## config.mk

```make
export PLATFORM = sky130hd
export DESIGN_NAME = argmax_seq_ctrl
export DESIGN_NICKNAME = d
export VERILOG_FILES = /design/src/rtl/argmax_seq_ctrl.sv
export SDC_FILE = /design/constraint.sdc
export NUM_CORES = 1
export LEC_CHECK = 0
export ABC_AREA = 1
export CAP_MARGIN = 5
export CORE_MARGIN = 3
export CORE_UTILIZATION = 55
export DETAILED_ROUTE_END_ITERATION = 12
export DONT_BUFFER_PORTS = 1
export PLACE_DENSITY_LB_ADDON = 0.2
export SYNTH_ARGS = -nofsm -noshare
export SYNTH_HDL_FRONTEND = slang
export SYNTH_SLANG_ARGS = --single-unit
```

## constraint.sdc

```tcl
create_clock -name clk -period 4.1 [get_ports clk]
set_input_delay 0.41 -clock clk [delete_from_list [all_inputs] [get_ports clk]]
set_output_delay 0.41 -clock clk [all_outputs]
set_load 0.01 [all_outputs]
```

## src/rtl/argmax_seq_ctrl.sv

```systemverilog
// Serial max/argmax over a frame of N_INPUTS unsigned scores; one compare-and-select per accepted beat.
// Latency: out_valid rises the cycle after the last beat is accepted; frame period is at least N_INPUTS+1 cycles.
// Backpressure: in_ready drops while a result waits in DONE; the result is held until out_ready. ARGMAX_MAXVAL_OUT_EN adds out_value.
module argmax_seq_ctrl #(
  parameter int N_INPUTS = 26,
  parameter int VAL_W    = 8,
  parameter int LBL_W    = 5
) (
  input  logic             clk,
  input  logic             rst_n,
  input  logic             abort,
  input  logic             in_valid,
  output logic             in_ready,
  input  logic [VAL_W-1:0] in_value,
  output logic             out_valid,
  input  logic             out_ready,
  output logic [LBL_W-1:0] out_label,
`ifdef ARGMAX_MAXVAL_OUT_EN
  output logic [VAL_W-1:0] out_value,
`endif
  output logic             busy
);

  typedef enum logic [1:0] {IDLE, ACCUM, DONE} state_t;

  localparam logic [LBL_W-1:0] LAST_LBL = LBL_W'(N_INPUTS - 1);

  state_t           state;
  logic [LBL_W-1:0] count;
  logic [VAL_W-1:0] best_val;
  logic [LBL_W-1:0] best_lbl;

  logic beat;
  logic take;

  assign beat = in_valid & in_ready;
  assign take = out_valid & out_ready;

  // in_ready/busy/out_valid are registered copies of the next state so every output is 0 in reset.
  always_ff @(posedge clk or negedge rst_n) begin
    if (!rst_n) begin
      state     <= IDLE;
      count     <= '0;
      best_val  <= '0;
      best_lbl  <= '0;
      in_ready  <= 1'b0;
      out_valid <= 1'b0;
      busy      <= 1'b0;
    end else if (abort) begin
      state     <= IDLE;
      count     <= '0;
      in_ready  <= 1'b1;
      out_valid <= 1'b0;
      busy      <= 1'b0;
    end else begin
      case (state)
        IDLE: begin
          in_ready <= 1'b1;
          if (beat) begin
            best_val <= in_value;
            best_lbl <= '0;
            count    <= LBL_W'(1);
            if (N_INPUTS == 1) begin
              state     <= DONE;
              in_ready  <= 1'b0;
              out_valid <= 1'b1;
            end else begin
              state <= ACCUM;
              busy  <= 1'b1;
            end
          end
        end
        ACCUM: begin
          if (beat) begin
            // Strict compare keeps the earlier label on ties.
            if (in_value > best_val) begin
              best_val <= in_value;
              best_lbl <= count;
            end
            count <= count + LBL_W'(1);
            if (count == LAST_LBL) begin
              state     <= DONE;
              in_ready  <= 1'b0;
              out_valid <= 1'b1;
              busy      <= 1'b0;
            end
          end
        end
        DONE: begin
          if (take) begin
            state     <= IDLE;
            count     <= '0;
            in_ready  <= 1'b1;
            out_valid <= 1'b0;
          end
        end
        default: begin
          state     <= IDLE;
          count     <= '0;
          in_ready  <= 1'b1;
          out_valid <= 1'b0;
          busy      <= 1'b0;
        end
      endcase
    end
  end

  assign out_label = best_lbl;
`ifdef ARGMAX_MAXVAL_OUT_EN
  assign out_value = best_val;
`endif

endmodule
```

After elaboration in Yosys (flattened, before gate mapping) --
Cells that the tools add are included.
Cells by class: reduce and logical (&&, ||, !) cells 8, muxes and demuxes 32, eq/ne operators 12, bitwise logic cells 3, add/subtract/negate cells 1, $lt $le $gt $ge 1
Operators by type and width (number):
- 5-bit two-way mux | 7
- 8-bit two-way mux | 3
- 8-bit one-hot mux with 2 select lines | 1
- 5-bit one-hot mux with 3 select lines | 1
- 3-bit inequality test, second input constant | 4
- 4-bit AND reduction | 3
- 1-bit two-way mux | 10
- 2-bit two-way mux | 5
- 2-bit inequality test, second input constant | 5
- 5-bit one-hot mux with 2 select lines | 1
- 8-bit > comparator | 1
- 1-bit one-hot mux with 3 select lines | 2
- 2-bit one-hot mux with 3 select lines | 1
- 3-bit AND reduction | 2
- 5-bit by 1-bit adder with 5-bit output, second input constant | 1
- 5-bit equality test, second input constant | 1
- 5-bit AND reduction | 1
- 1-bit bitwise AND | 2
- 2-bit by 1-bit equality test with 1-bit output, second input constant | 1
- 2-bit equality test, second input constant | 1
- 2-bit logical NOT | 1
- 1-bit one-hot mux with 2 select lines | 1
- 2-bit nonzero test | 1
- 1-bit inverter | 1
Storage, ports and cells: input port bits 13, word-level logic and storage cells 64, register bits after elaboration 23

Longest topological paths before layout --
Gate-level depths: netlist of the first run.
depth in word-level cells 5, depth in mapped cells 15, depth with buffers taken out 14

Least setup slack after synthesis of the first run --
Ideal clock, no wire load.
kind in2reg, start point input port in_value[7], end point register best_lbl[0] (netlist: out_label[0]), data arrival time 1.407 ns, path buffers 1, slack 2.576 ns, cell stages on the path 11, path through ha_1 -> nand2_1 -> nor2_1 -> nand2_1 -> nand2_1 -> nand2_1 -> nand2_2 -> nand2_2 -> buf_6 -> nand2_1 -> nand2_1
On the way: word-level cells in the longest chain between the ends 3
RTL lines:
- from (decl) | RTL line 14 | input logic [VAL_W-1:0] in_value,
- 8-bit > comparator | RTL line 76 | if (in_value > best_val) begin
- 2-bit inequality test (no source line)
- 5-bit AND reduction (no source line)
- to (signal assigned) | RTL line 78 | best_lbl <= count;
- to (decl) | RTL line 31 | logic [LBL_W-1:0] best_lbl;
No other way between the ends. A chain may end at the register's enable or synchronous reset.

Worst setup path in the final report of the first run --
start point register best_val[7], end point register best_val[0]
On the way: word-level cells in the longest chain between the ends 3
RTL lines:
- from (decl) | RTL line 30 | logic [VAL_W-1:0] best_val;
- from (signal assigned) | RTL line 60 | best_val <= in_value;
- from (signal assigned) | RTL line 77 | best_val <= in_value;
- 8-bit > comparator | RTL line 76
- 2-bit inequality test (no source line)
- 5-bit AND reduction (no source line)
No other way between the ends.

==> reports/qor.txt, run 1 <==
status -> complete, no violations
total clock sinks -> 23
Post-Place Cell Area -> 0.00136 mm^2
final wirelength -> 2.51 mm
Min Hold Slack -> 0.229 ns
DR pass1 iterations -> 4
cell area after synthesis -> 0.00135 mm^2
first-pass GRT wire length -> 4.46 mm
number of flops mapped to enable cells by yosys -> 0
Fmax -> 553 MHz
Final Cycle Share -> 44.1%
slowest cell on the critical path -> dfrtp_1
syn_nets -> 188
Setup WS post-layout -> 2.29 ns
vias in the first global route -> 1049
Most common cell on crit path -> nand2_1
Max clock buf depth -> 2
Max Cap Viol -> 0
GPL Wtd Cong -> 0.849
I/O Buffers -> 0
WS Path Type -> reg -> reg
vias per cell -> 5.44
crit end category -> flop
Synth Area in Compound Gates -> 5.37%
Largest stage delay, worst path -> 0.37 ns
endpoints failing setup -> 0
Tot GR Track Use -> 17.7%
Slew Viols, Final -> 0
std cell rows -> 17
share of the synthesized area in the top cell type -> 42.6%
Final Instance Area -> 0.00140 mm^2
FF+latch count, synth -> 23
core footprint -> 0.00228 mm^2
Avg Cell Area, Syn -> 8.20 um^2
area delta synth->final -> 3.42%
Synth Area in Adders -> 9.25%
DR DRC count -> 0
Initial Utilization -> 59.4%
post-CTS sizing -> 0
Inserted Clock Buffers -> 3
power per cell area -> 545 mW/mm^2
Synth Area in Simple Gates -> 33.8%
total grt overflow -> 0
Fillers -> 204
Iteration-0 DRC Markers -> 24
Ys Warns -> 0
die width -> 55.6 um
Peak supply drop -> 0.000331 V
Startpoint Class -> flop
Pleak -> 0.732 nW
Post-CTS Setup Inserts -> 0
crit path cell chain -> inv_1 > ha_1 > nand2_1 > nor2_1 > nand2_1 > nand2_1 > nand2_1 > nand2_2 > nand2_2 > nand2_1 > nand2_1
Slew HR -> 32.4%
Avg WL per Cell -> 12.9 um
Yosys top cell by area -> dfrtp_1
antenna violations before repair -> 0
CTS tree -> yes
mux share of post-synthesis cell area -> 0%
Routed Antenna Nets -> 0
H-tree Lvls -> 1
Final #Nets -> 191
CP arrival -> 2.02 ns
Gate Count Post-Synth -> 165
largest family of logic cells by synthesized area -> simple AND/OR/NAND/NOR gates
pre-CTS setup slack -> 2.27 ns
Unique masters post-synth -> 27
largest net degree at the start of global routing -> 24
main flop type after synthesis -> dfrtp_1
DP Wirelength -> 1.94 mm
Worst EP required -> 4.31 ns
Die Footprint -> 0.00309 mm^2
total vias in the final route -> 1061
register area -> 576 um^2
worst slew pin tran -> 1.01 ns
WP buf/inv -> 1
sequential fraction of the synthesis area -> 42.6%
Setup Skew -> 0.00322 ns
xor/xnor share of the synthesized area -> 0.648%
IO Count -> 21
Area contributors post-synth -> dfrtp_1 (43%), nand2_1 (13%), ha_1 (9.3%)
Tmin final -> 1.81 ns
Die Y -> 55.6 um
Root Buffer -> clkbuf_4
Async S/R FF share, synth -> 100%
antenna fix cells -> 0
hold crit path type -> in -> reg
Final TNS setup -> 0 ns
most frequent cell after synthesis -> nand2_1
CP Max Fanout -> 14
Hold Vio Cnt, Final -> 0
Clk Latency, worst-skew pair -> 0.31 ns
Multi-input gate area -> 663 um^2
Reg clk slew, reported paths -> 0.12 ns
Top delay family on crit path -> simple AND/OR/NAND/NOR gates
most frequent cells after synthesis -> nand2_1 (46), dfrtp_1 (23), inv_1 (19), nand3_1 (19), nor2_1 (11)
layout cells sized above 1 -> 12.6%
RSZ-0062 raised after global routing -> false
==> metal layers <==
| metal | GRT usage, % | share of wire [%] | up-vias | wire, um |
|---|---|---|---|---|
| met1 | 22.3 | 46 | 504 | 1150 |
| met2 | 28.7 | 47 | 23 | 1180 |
| met5 | 0 | 0 | - | 0 |
| met3 | 3.94 | 5.0 | 5 | 126 |
| met4 | 8.68 | 2.0 | 0 | 51 |
| li1 | - | - | 529 | - |
==> cell usage in the layout (no fill, tap or decap), types with 2 or more instances in the layout <==
master,count
o21ai_1,2
nand2_1,46
ha_1,10
nand3_1,19
nor2_4,2
dfrtp_1,23
nor2_1,11
clkbuf_4,3
a21oi_1,3
inv_4,2
o21ai_0,5
inv_1,19
nand2_2,5
nand4_1,2
nor3b_2,2
==> final timing paths <==
path                                  start  slack [ns]           to  cells after the start
worst min register to register  best_val[7]        0.49  best_val[7]                      2
min in group asynchronous             rst_n        0.70     count[0]                      1
max in group asynchronous             rst_n        2.79     in_ready                      1
worst max register to register  best_val[7]        2.29  best_val[0]                     11
worst max-delay path            best_val[7]        2.29  best_val[0]                     11
worst min-delay path            in_value[4]        0.23  best_val[4]                      2
==> registers in the layout, indices dropped and copies added (netlist names) <==
| name | flops |
|---|---|
| in_ready | 1 |
| count | 5 |
| best_val | 8 |
| state | 2 |
| busy | 1 |
| out_label | 5 |
| out_valid | 1 |
==> through the flow <==
stage	util (%)	std cells	power, W
after floorplan	-	165	0.000607
after global placement	59.8	190	0.000646
after detailed placement	59.8	190	0.000663
after CTS	61.5	195	0.000775
after global routing	61.5	195	0.000836
final	61.5	195	0.000763
==> cell families (layout without fill, tap and decap cells) <==
kind of cell	count (synthesis)	after routing
and+or+nand+nor	93	93
adders and majority gates	10	10
AOI/OAI and AO/OA	13	13
xor gates and xnor gates	1	1
buffers and inverters	25	27
DFF	23	23
==> final cells by class <==
type,count,area share [%]
Clock buffer,3,1.61
Clock inverter,1,0.358
Multi-Input combinational cell,117,47.4
Inverter,22,6.26
Tap cell,28,2.50
Timing Repair Buffer,1,0.716
Sequential cell,23,41.1
==> where the power goes <==
part | switching (W) | internal, W
Clock | 0.0000673 | 0.0000365
Sequential | 0.0000591 | 0.000292
Combinational | 0.000201 | 0.000107
==> timing repair <==
action                                  in CTS  in global routing
endpoints found under the setup margin       0                  0
endpoints found under the hold margin       23                  0
hold buffers                                 1                  0
Note: power is estimated with default switching activity, not from simulation.
==> run 2: changes to the inputs <==
- clock period: 4.1 -> 1.6 ns (I/O delays scaled with it)
==> run 2 against run 1 <==
Against the previous run: the flow now finishes with violations (negative setup slack); maximum frequency increased by 8.3%; critical path depth shrank 1; clock skew up 0.0098 ns; final area grew 21%; clock power grew to 2.6 times the previous value; first-iteration DRC count increased by 71%; combinational power rose to 4.0 times the previous value; sequential power rose to 2.6 times the previous value; cell count is 8.7% higher; critical path type unchanged.
==> reports/qor.txt, run 2 (synthesis gave the netlist of run 1 again) <==
status -> finished with violations
violated checks -> negative setup slack
Root Buffer -> clkbuf_4
DR pass1 iterations -> 4 (unchanged)
GPL Wtd Cong -> 0.884 (+4.1%)
Tmin final -> 1.67 ns (-0.138 ns)
total vias in the final route -> 1184 (+12%)
first-pass GRT wire length -> 4.89 mm (+9.8%)
RSZ-0062 raised after global routing -> true
Final Instance Area -> 0.00170 mm^2 (+21%)
slowest cell on the critical path -> dfrtp_1
core footprint -> 0.00228 mm^2 (unchanged)
Die Y -> 55.6 um (unchanged)
Final #Nets -> 208 (+8.9%)
CTS tree -> yes
crit path cell chain -> inv_2 > ha_4 > nand2_2 > nor2_2 > nand4_1 > nand2_2 > nand2_4 > buf_6 > nand3_1 > nand2_1
total clock sinks -> 23 (unchanged)
Hold Startpoint -> abort
Inserted Clock Buffers -> 3 (unchanged)
Iteration-0 DRC Markers -> 41 (+71%)
launch point of the worst path -> best_val[7]
Post-Place Cell Area -> 0.00139 mm^2 (+2.2%)
vias in the first global route -> 1135 (+8.2%)
Setup Skew -> 0.0130 ns (+0.00982 ns)
DR DRC count -> 0 (unchanged)
final wirelength -> 3.30 mm (+31%)
Max Cap Viol -> 0 (unchanged)
I/O Buffers -> 0 (unchanged)
Final Power -> 0.00242 W (+220%)
Avg WL per Cell -> 15.6 um (+21%)
std cell rows -> 17 (unchanged)
Hold Vio Cnt, Final -> 0 (unchanged)
vias per cell -> 5.58 (+2.6%)
Largest register FFs -> 8 (unchanged)
Setup WS post-layout -> -0.0689 ns (-2.36 ns)
Placed Instances -> 194 (+2.1%)
antenna violations before repair -> 0 (unchanged)
Final Cycle Share -> 104% (+60 points)
endpoints failing setup -> 13 (+13)
Cell Count, Final, Fillers Out -> 212 (+8.7%)
Initial Utilization -> 59.4% (unchanged)
Max clock buf depth -> 2 (unchanged)
largest net degree at the start of global routing -> 24 (unchanged)
final core utilization -> 74.5% (+13 points)
crit end category -> flop
power per cell area -> 1430 mW/mm^2 (+160%)
Most common cell on crit path -> nand2_2
CP arrival -> 1.88 ns (-0.14 ns)
Peak supply drop -> 0.00110 V (+230%)
most flop-heavy register -> best_val
hold crit path type -> in -> reg
die width -> 55.6 um (unchanged)
worst slew pin tran -> 1.05 ns (+0.0368 ns)
Die Footprint -> 0.00309 mm^2 (unchanged)
Fmax -> 599 MHz (+8.3%)
area delta synth->final -> 25.3%
Routed Antenna Nets -> 0 (unchanged)
Startpoint Class -> flop
WS Path Type -> reg -> reg
total grt overflow -> 0 (unchanged)
Tot GR Track Use -> 19.4% (+1.7 points)
DP Wirelength -> 1.96 mm (+1.4%)
Fillers -> 173 (-15%)
commonest non-fill, non-tap cell in the layout -> nand2_1
Slew Viols, Final -> 0 (unchanged)
Largest stage delay, worst path -> 0.41 ns (+0.04 ns)
CP Max Fanout -> 5 (-9)
commonest cells after routing, fill and taps aside -> nand2_1 (38), dfrtp_1 (23), inv_1 (15)
Pleak -> 0.824 nW (+13%)
Final TNS setup -> -0.543 ns (-0.543 ns)
IO Count -> 21 (unchanged)
layout cells sized above 1 -> 30.4% (+18 points)
Reg clk slew, reported paths -> 0.14 ns (+0.02 ns)
H-tree Lvls -> 1 (unchanged)
Worst EP required -> 1.81 ns (-2.50 ns)
antenna fix cells -> 0 (unchanged)
reg2reg start -> best_val[7]
Slew HR -> 30.0% (-2.5 points)
Clk Latency, worst-skew pair -> 0.31 ns (about the same)
[run 2: changes by cell type in the layout (fill, tap and decap cells not counted), moves of 3 or more]
cell           previous run  this run
inv_1                    19        15
ha_4                      0         4
buf_6                     0         3
nand2_1                  46        38
dlygate4sd3_1             1         9
nand3_1                  19        12
nand3_2                   1         8
buf_4                     0         5
ha_1                     10         6
nand2_2                   5        11
inv_2                     1         5
[run 2: critical path: cells and delay by family, from the launching register on]
| family | cells | cell delay [ns] |
|---|---|---|
| AND/OR/NAND/NOR | 7 | 0.67 |
| adder cells (fa/ha/maj) | 1 | 0.27 |
| buffers and inverters | 2 | 0.22 |
| flip-flops | 1 | 0.41 |
[run 2: path summary, 6_finish.rpt]
| kind | endpoint | slack (ns) | depth (start not counted) |
|---|---|---|---|
| worst min register to register | best_val[6] | 0.52 | 2 |
| worst max-delay path | best_val[3] | -0.07 | 10 |
| min in group asynchronous | best_val[4] | 0.46 | 1 |
| max in group asynchronous | in_ready | 0.50 | 1 |
| worst min-delay path | out_valid | 0.03 | 3 |
| worst max register to register | best_val[3] | -0.07 | 10 |
[run 2: report_power, final]
part	switching, W	leakage (nW)	internal [W]	total (W)
logic	0.000729	0.506	0.000506	0.00124
clock network	0.000180	0.0177	0.0000934	0.000273
registers	0.000165	0.300	0.000749	0.000914
total	0.00107	0.824	0.00135	0.00242
[run 2: layout make-up]
cell class / instances / area [um^2] / area share (%)
tap: 28 / 35.0 / 2.07
inverter: 22 / 87.6 / 5.17
sequential: 23 / 576 / 33.9
multi-input combinational: 118 / 808 / 47.7
clock inverter: 1 / 5.00 / 0.295
clock buffer: 3 / 22.5 / 1.33
timing repair buffer: 17 / 161 / 9.52
[run 2: layer usage]
metal	wire (um)	global-route usage, %
met4	47	6.25
met1	1370	24.7
met3	162	2.78
met2	1720	33.8
met5	0	0
[run 2: timing repair]
action	CTS	global route
resized for setup	2	32
endpoints found under the setup margin	5	13
gates cloned	0	2
setup buffers	0	3
endpoints found under the hold margin	31	0
pin swaps	0	12
hold buffers	9	0
[run 2: per-stage QoR]
stage	worst slack [ns]	hold slack, ns
after floorplan	0.128	-0.136
after global placement	0.0767	-0.135
after detailed placement	0.0129	-0.135
after CTS	0.0108	0.0208
after global routing	-0.186	0.0333
final	-0.0689	0.0324
==> run 3: changes to the inputs <==
- RECOVER_POWER: not set -> 100
==> run 3 against run 2 <==
Against the previous run: first-iteration DRC count increased by 7.3%; cell count unchanged; sequential power about the same; non-clock buffer count stayed put; worst hold slack barely moved; the run still ends with negative setup slack left; largest power group unchanged; critical path type unchanged.
==> reports/qor.txt, run 3 (synthesis gave the netlist of run 1 again) <==
CTS tree -> yes
grt met3 use -> 2.78% (unchanged)
std cell rows -> 17 (unchanged)
Initial Utilization -> 59.4% (unchanged)
sequential share of power -> 37.7% (about the same)
FF-to-FF path depth -> 13 (+3)
commonest cells after routing, fill and taps aside -> nand2_1 (39), dfrtp_1 (23), inv_1 (15)
Worst EP required -> 1.85 ns (+0.04 ns)
Iteration-0 DRC Markers -> 44 (+7.3%)
RSZ-0062 raised after global routing -> true
R2R Path End -> best_val[3]
routing usage on met1 -> 24.7% (unchanged)
combinational power share -> 50.8% (-0.2 points)
Slew HR -> 31.0% (+1.0 points)
Routed Antenna Nets -> 0 (unchanged)
Tot GR Track Use -> 19.4% (unchanged)
register area -> 576 um^2 (unchanged)
Pleak -> 0.824 nW (about the same)
final wirelength -> 3.29 mm (-0.39%)
largest net degree at the start of global routing -> 24 (unchanged)
Slew Viols, Final -> 0 (unchanged)
reg2reg start -> best_val[3]
Final TNS setup -> -0.586 ns (-0.0436 ns)
total grt overflow -> 0 (unchanged)
I/O Buffers -> 0 (unchanged)
vias per cell -> 5.58 (-0.17%)
Setup Skew -> 0.0177 ns (+0.00468 ns)
Startpoint Class -> flop
DR pass1 iterations -> 4 (unchanged)
crit path to -> best_val[3]
antenna fix cells -> 0 (unchanged)
vias in the first global route -> 1135 (unchanged)
Tmin final -> 1.68 ns (+0.00650 ns)
met2 usage in global routing -> 33.8% (unchanged)
antenna violations before repair -> 0 (unchanged)
Root Buffer -> clkbuf_4
CP arrival -> 1.93 ns (+0.05 ns)
Multi-input gate area -> 806 um^2 (-0.31%)
total vias in the final route -> 1182 (-0.17%)
Hold Vio Cnt, Final -> 0 (unchanged)
worst slew pin tran -> 1.03 ns (-0.0155 ns)
core footprint -> 0.00228 mm^2 (unchanged)
Peak supply drop -> 0.00110 V (-0.12%)
sw frac -> 44.4% (+0.078 points)
launch point of the worst path -> best_val[3]
WS Path Type -> reg -> reg
Max clock buf depth -> 2 (unchanged)
status -> finished with violations
total clock sinks -> 23 (unchanged)
Clk pwr share -> 11.5% (+0.2 points)
CP Max Fanout -> 5 (unchanged)
Fillers -> 174 (+0.58%)
busiest metal layer after global routing -> met2
Avg WL per Cell -> 15.5 um (-0.39%)
Final #Nets -> 208 (unchanged)
Die Y -> 55.6 um (unchanged)
endpoints failing setup -> 13 (unchanged)
Die Footprint -> 0.00309 mm^2 (unchanged)
Clk Latency, worst-skew pair -> 0.32 ns (about the same)
hold crit path type -> in -> reg
Largest register FFs -> 8 (unchanged)
Net Switching -> 0.00107 W (about the same)
GPL Wtd Cong -> 0.884 (unchanged)
layout cells sized above 1 -> 29.9% (-0.54 points)
Inserted Clock Buffers -> 3 (unchanged)
commonest non-fill, non-tap cell in the layout -> nand2_1
reg-to-reg slack, setup -> -0.08 ns (about the same)
Setup WS post-layout -> -0.0754 ns (-0.00650 ns)
final core utilization -> 74.4% (-0.11 points)
most flop-heavy register -> best_val
Max Cap Viol -> 0 (unchanged)
power per cell area -> 1430 mW/mm^2 (about the same)
H-tree Lvls -> 1 (unchanged)
IO Count -> 21 (unchanged)
Reg clk slew, reported paths -> 0.12 ns (-0.02 ns)
area delta synth->final -> 25.2%
violated checks -> negative setup slack
Final Cycle Share -> 105% (+0.41 points)
Fmax -> 597 MHz (-0.39%)
DP Wirelength -> 1.96 mm (unchanged)
die width -> 55.6 um (unchanged)
DR DRC count -> 0 (unchanged)
internal power -> 0.00134 W (-0.26%)
first-pass GRT wire length -> 4.89 mm (unchanged)
crit end category -> flop
## run 3: layout make-up
class	count	area share, %
Multi-Input combinational cell	118	47.6
Sequential cell	23	34.0
Timing Repair Buffer	17	9.53
Inverter	22	5.17
Tap cell	28	2.07
Clock buffer	3	1.33
Clock inverter	1	0.296
## run 3: routing by layer
metal | up-vias | share of wire [%]
li1 | 565 | -
met1 | 578 | 42
met2 | 33 | 53
met3 | 6 | 4.0
met4 | 0 | 1.3
met5 | - | 0
## run 3: how the worst min path moves through the flow
stage          start          end  depth (start not counted)
2_1_floorplan  rst_n  best_val[0]                          0
5_1_grt        abort     state[1]                          3
3_5_place_dp   rst_n  best_val[2]                          0
4_1_cts        abort    out_valid                          3
3_3_place_gp   rst_n  best_val[2]                          0
6_report       abort    out_valid                          3
## run 3: per-stage QoR
stage	cells	hold WS, ns	setup WS [ns]	power [W]	instance area [um^2]
6_report	212	0.0323	-0.0754	0.00242	1690
3_3_place_gp	194	-0.135	0.0767	0.00170	1390
5_1_grt	212	0.0333	-0.186	0.00261	1690
3_5_place_dp	194	-0.135	0.0129	0.00175	1390
2_1_floorplan	165	-0.136	0.128	0.00156	1350
4_1_cts	207	0.0208	0.0108	0.00207	1520
## run 3: power by group through the flow
stage / sequential (W) / combinational [W] / clock, W
global placement: 0.000904 / 0.000799 / 0
finish: 0.000913 / 0.00123 / 0.000278
detailed placement: 0.000908 / 0.000839 / 0
global route: 0.000937 / 0.00137 / 0.000305
floorplan: 0.000877 / 0.000678 / 0
CTS: 0.000895 / 0.000890 / 0.000280
## run 3: critical path, cell delays in order (launching register included)
cell and delay [ns]:
dfrtp_1 0.39, inv_2 0.06, ha_4 0.27, nand2_1 0.06, inv_2 0.06, nand2_1 0.05
nand2_1 0.07, nand2_1 0.07, nand2_1 0.08, nand2_2 0.07, nand2_4 0.14, buf_6 0.14
nand3_1 0.08, nand2_1 0.08
## run 3: timing repair
action	CTS	global route
cloned	0	2
hold buffers	9	0
pin swaps	0	12
hold endpoints to repair	31	0
gates resized for setup	2	32
setup endpoints to repair	5	13
buffers inserted	0	3
